## src/rtl/aurora_link_supervisor.sv

```systemverilog
// Bring-up and recovery sequencer for one Aurora lane: times gt_reset/reset,
// qualifies channel_up, and retries failed attempts before latching a fail flag.
module aurora_link_supervisor #(
    parameter int GT_HOLD    = 128,
    parameter int RST_HOLD   = 64,
    parameter int STABLE_CYC = 8,
    parameter int UP_TIMEOUT = 4096,
    parameter int MAX_RETRY  = 3,
    parameter int CNT_W      = 13
) (
    input  logic       init_clk,
    input  logic       RST_n,
    input  logic       channel_up,
    input  logic       hard_err,
    input  logic       retrain_req,
    output logic       reset_aurora,
    output logic       gt_reset,
    output logic       reset_tx_rx_block,
    output logic       link_up,
    output logic       link_fail,
    output logic [1:0] retry_cnt,
    output logic [2:0] state_o
);

    localparam logic [2:0] ST_RESET   = 3'd0;
    localparam logic [2:0] ST_GT_REL  = 3'd1;
    localparam logic [2:0] ST_WAIT_UP = 3'd2;
    localparam logic [2:0] ST_LINK_UP = 3'd3;
    localparam logic [2:0] ST_FAIL    = 3'd4;

    localparam logic [CNT_W-1:0] CNT_ONE  = CNT_W'(1);
    localparam logic [CNT_W-1:0] GT_LAST  = CNT_W'(GT_HOLD - 1);
    localparam logic [CNT_W-1:0] RST_LAST = CNT_W'(RST_HOLD - 1);
    localparam logic [CNT_W-1:0] TO_LAST  = CNT_W'(UP_TIMEOUT - 1);
    localparam logic [CNT_W-1:0] STABLE   = CNT_W'(STABLE_CYC);
    localparam logic [1:0]       RETRY_MX = 2'(MAX_RETRY);

    logic             ch_meta, ch_s, he_meta, he_s;
    logic [2:0]       state, state_nx;
    logic [CNT_W-1:0] cnt, cnt_nx;
    logic [CNT_W-1:0] stab, stab_nx;
    logic [1:0]       retry_nx;
    logic             fail_evt;

    always_ff @(posedge init_clk or negedge RST_n) begin
        if (!RST_n) begin
            ch_meta <= 1'b0;
            ch_s    <= 1'b0;
            he_meta <= 1'b0;
            he_s    <= 1'b0;
        end else begin
            ch_meta <= channel_up;
            ch_s    <= ch_meta;
            he_meta <= hard_err;
            he_s    <= he_meta;
        end
    end

    always_comb begin
        state_nx = state;
        cnt_nx   = cnt + CNT_ONE;
        stab_nx  = stab;
        retry_nx = retry_cnt;
        fail_evt = 1'b0;
        case (state)
            ST_RESET: begin
                if (cnt == GT_LAST) state_nx = ST_GT_REL;
            end
            ST_GT_REL: begin
                if (cnt == RST_LAST) state_nx = ST_WAIT_UP;
            end
            ST_WAIT_UP: begin
                stab_nx = ch_s ? stab + CNT_ONE : '0;
                // a stable link on the last timeout cycle still counts as up
                if (stab_nx == STABLE)   state_nx = ST_LINK_UP;
                else if (cnt == TO_LAST) fail_evt = 1'b1;
            end
            ST_LINK_UP: begin
                if (!ch_s || he_s) fail_evt = 1'b1;
            end
            ST_FAIL: begin
                state_nx = ST_FAIL;
            end
            default: begin
                state_nx = ST_RESET;
            end
        endcase

        if (fail_evt) begin
            if (retry_cnt == RETRY_MX) begin
                state_nx = ST_FAIL;
            end else begin
                retry_nx = retry_cnt + 2'd1;
                state_nx = ST_RESET;
            end
        end

        if (state_nx == ST_LINK_UP && state != ST_LINK_UP) retry_nx = 2'd0;

        if (retrain_req) begin
            state_nx = ST_RESET;
            retry_nx = 2'd0;
        end

        // counters restart on every state change and never run in the idle states
        if (state_nx != state || retrain_req || state == ST_LINK_UP || state == ST_FAIL)
            cnt_nx = '0;
        if (state_nx != ST_WAIT_UP || retrain_req)
            stab_nx = '0;
    end

    always_ff @(posedge init_clk or negedge RST_n) begin
        if (!RST_n) begin
            state             <= ST_RESET;
            cnt               <= '0;
            stab              <= '0;
            retry_cnt         <= 2'd0;
            reset_aurora      <= 1'b1;
            gt_reset          <= 1'b1;
            reset_tx_rx_block <= 1'b1;
            link_up           <= 1'b0;
            link_fail         <= 1'b0;
        end else begin
            state             <= state_nx;
            cnt               <= cnt_nx;
            stab              <= stab_nx;
            retry_cnt         <= retry_nx;
            reset_aurora      <= (state_nx == ST_RESET) || (state_nx == ST_GT_REL) ||
                                 (state_nx == ST_FAIL);
            gt_reset          <= (state_nx == ST_RESET) || (state_nx == ST_FAIL);
            reset_tx_rx_block <= (state_nx != ST_LINK_UP);
            link_up           <= (state_nx == ST_LINK_UP);
            link_fail         <= (state_nx == ST_FAIL);
        end
    end

    assign state_o = state;

endmodule
```

## config.mk

```make
export PLATFORM = sky130hd
export DESIGN_NAME = aurora_link_supervisor
export DESIGN_NICKNAME = d
export VERILOG_FILES = /design/src/rtl/aurora_link_supervisor.sv
export SDC_FILE = /design/constraint.sdc
export NUM_CORES = 1
export LEC_CHECK = 0
export CORE_ASPECT_RATIO = 1.4
export CORE_MARGIN = 3
export CORE_UTILIZATION = 59
export CTS_CLUSTER_DIAMETER = 30
export DETAILED_ROUTE_END_ITERATION = 10
export PLACE_DENSITY = 0.9
export SLEW_MARGIN = 25
export SYNTH_ARGS = -nofsm -noshare
export SYNTH_HDL_FRONTEND = slang
export SYNTH_SLANG_ARGS = --single-unit
export TNS_END_PERCENT = 20
```

## constraint.sdc

```tcl
create_clock -name init_clk -period 3.45 [get_ports init_clk]
set_input_delay 0.5175 -clock init_clk [delete_from_list [all_inputs] [get_ports init_clk]]
set_output_delay 0.5175 -clock init_clk [all_outputs]
set_load 0.05 [all_outputs]
```

==> flow_summary.ini <==
[run_status]
status = completed

[worst_setup_path]
crit_path_start_kind = flip-flop
crit_required_ns = 3.65
crit_path_top_delay_cell = a2111o_1
max_stage_delay_ns = 0.64
worst_path_most_repeated_cell = o31a_1
worstPathArrival_ns = 3.17
cp-end-kind = flip-flop
cpLargestDelayFamily = compound AO/OA/AOI/OAI gates
worstPathCellList = ha_1 > and4_1 > nand2_4 > xnor2_1 > o31a_1 > o31a_1 > a2111o_1 > a211oi_1
critPathMaxFanout = 13
worstPathBufferInverterCount = 0
worstSetupPathType = flip-flop to flip-flop

[clocking]
cts_resized = 0
cts.sink_count = 40
cts_setup_buffers = 0
htree_num_levels = 2
clock_latency_ns = 0.29
cts_tree = done
numCtsBuffers = 5
cts-root-buf = clkbuf_8
cts.hold.buffers_added = 0
clock_path_buffers = 2
cts.reportedPaths.clkPinSlew_ns = 0.08

[floorplanning]
die_area_mm2 = 0.00473
core-area_mm2 = 0.00371
start_util_pct = 62.5
fp.dieH_um = 80.2
die-width_um = 59.0
rows = 26
io_pins = 15

[logic_synthesis]
syn_inst = 241
synth_warnings = 0
syn_avg_cell_area_um2 = 9.62
synth_edf_count = 0
ys_seq_area_share_pct = 43.3
syn_nets = 249
async_flop_share_pct = 100
synth_area_mm2 = 0.00232
ys_types = 51
synth_ff_type = dfrtp_1
yosys_register_bits = 40

[cells_and_area]
fillCellCount = 297
syn2layout_area_growth_pct = 10.1
layout.nets = 259
regArea_mm2 = 0.00100
antennaDiodeCount = 0
drive_gt1_share_pct = 13.5
multi_input_area_mm2 = 0.00122

[job]
maxCapViolCount = 0

[pwr]
peakVddDrop_mv = 0.303
power_frac_seq_pct = 57.9
power_density_mw_per_mm2 = 324
comb_power_share_pct = 3.4
leakage_nw = 1.03
switching_share_pct = 22.5
switchingPower_w = 0.000186
p_int_w = 0.000643
clkPwrFrac_pct = 38.7

[drt]
dr.first_iter.drc_count = 123
antenna_left = 0
routedWlPerCell_um = 16.1
routed_wl_um = 4740
first_pass_iters = 4
vias = 1829
viasPerCell = 6.22
drc = 0

[grt]
grt-ovfl-total = 0
track_usage_pct = 22.4
antenna_found_initial = 0
grt_max_degree = 41
grt_pass1_vias = 1827
grt_pass1_wl_um = 8050

[sta]
slew_headroom_pct = 41.1
finalHoldViolations = 0
fin_ws_ns = 0.481
fin_skew_ns = 0.00547
finalCritPeriodShare_pct = 86.1
rsz0062_at_grt = no
clock.fmax_ghz = 0.337
slew_viol_final = 0
tightest_slew_ns = 0.884
period_needed_ns = 2.97
setup_violations = 0
setup-tns-final_ns = 0

[place]
pre_cts_ws_ns = 0.501
dp_hpwl_um = 3270
portBuffers = 14
place.gp.congestion = 0.850

[hold_path]
hold_class = input pin to async pin
layout by cell type (no fill, tap or decap), types with 2 or more instances in the layout:
master and n:
nand4_1 5, inv_1 4, nand2b_1 7, a211oi_1 3
xnor2_1 7, nand3_1 7, nor3_1 7, o31ai_1 3
a211oi_2 8, o21ai_0 9, o31a_1 3, buf_4 4
and3_1 3, nand3b_1 2, dfrtp_1 37, clkdlybuf4s50_1 13
clkinv_2 2, nand2_1 21, xor2_1 8, a21oi_1 15
nor2_1 26, o21a_1 2, clkbuf_8 6, a22oi_1 6
ha_1 3, or3_1 3, nor2b_1 3, a21o_1 3
or2_2 3, mux2i_1 3, and4_1 4, dfstp_2 3
cells in the mapped netlist, types with 4 or more instances:
cell | number | share of area [%]
nand2_1 | 21 | 3.4
nand2b_1 | 7 | 1.9
nor3_1 | 7 | 1.5
buf_2 | 4 | 0.86
dfrtp_1 | 37 | 40
inv_1 | 4 | 0.65
nand3_1 | 7 | 1.5
clkbuf_1 | 7 | 1.1
xnor2_1 | 7 | 2.6
xor2_1 | 8 | 3.0
o21ai_0 | 9 | 1.9
nor2_1 | 26 | 4.2
a211oi_2 | 8 | 4.3
a22oi_1 | 6 | 1.9
a21oi_1 | 15 | 3.2
nand4_1 | 5 | 1.3
and4_1 | 4 | 1.5
through the flow:
step / hold WS (ns) / cell area [um2] / util, % / instances / total power (W)
2_1_floorplan: 0.222 / 2320 / - / 241 / 0.000500
3_3_place_gp: 0.334 / 2460 / 66.4 / 286 / 0.000517
3_5_place_dp: 0.338 / 2460 / 66.4 / 286 / 0.000518
4_1_cts: 0.355 / 2550 / 68.9 / 294 / 0.000837
5_1_grt: 0.356 / 2550 / 68.9 / 294 / 0.000854
6_report: 0.337 / 2550 / 68.9 / 294 / 0.000829
cells by family after synthesis:
logic type	share of synthesized area [%]
flops	43.3
xor+xnor	5.67
fa+ha+maj	1.62
mux	2.54
compound gates	18.0
simple gates	24.9
buf+inv	3.89
power by group through the flow:
stage          combinational (W)  clock [W]  sequential, W
2_1_floorplan          0.0000134          0       0.000486
3_3_place_gp           0.0000280          0       0.000489
3_5_place_dp           0.0000287          0       0.000489
4_1_cts                0.0000288   0.000329       0.000480
5_1_grt                0.0000322   0.000341       0.000481
6_report               0.0000281   0.000321       0.000480
routing by layer:
| metal | GRT usage [%] | vias to the layer above | wire [um] |
|---|---|---|---|
| li1 | - | 883 | - |
| met5 | 0 | - | 0 |
| met3 | 3.54 | 9 | 160 |
| met4 | 11.1 | 0 | 91 |
| met1 | 25.3 | 895 | 1860 |
| met2 | 39.6 | 42 | 2620 |
area by class of cell:
type | instances | share of cell area [%]
multi-input cells | 182 | 47.9
inverters | 4 | 0.588
clock buffers | 6 | 3.23
repair buffers | 18 | 6.47
well taps | 42 | 2.06
clock inverters | 2 | 0.392
flip-flops and latches | 40 | 39.3
flip-flops by register name (all words and copies together) (netlist names):
| register | count |
|---|---|
| gt_reset | 1 |
| ch_s | 1 |
| state_o | 3 |
| retry_cnt | 2 |
| he_s | 1 |
| reset_tx_rx_block | 1 |
| link_up | 1 |
| link_fail | 1 |
| ch_meta | 1 |
| cnt | 13 |
| he_meta | 1 |
| reset_aurora | 1 |
| stab | 13 |
path summary, 6_finish.rpt:
path	from	end	slack (ns)	cells past startpoint
min in group init_clk	he_meta	he_s	0.35	0
setup reg to reg	stab[0]	cnt[0]	0.48	8
hold / removal	RST_n	stab[3]	0.34	1
hold reg to reg	he_meta	he_s	0.35	0
setup / recovery	stab[0]	cnt[0]	0.48	8
max in group asynchronous	RST_n	stab[11]	2.56	1
worst reg2reg max path: stages, from the launching register on:
cell	delay, ns
dfrtp_1	0.45
ha_1	0.24
and4_1	0.35
nand2_4	0.08
xnor2_1	0.13
o31a_1	0.35
o31a_1	0.33
a2111o_1	0.64
a211oi_1	0.30
Power figures use the tool's default switching activity.
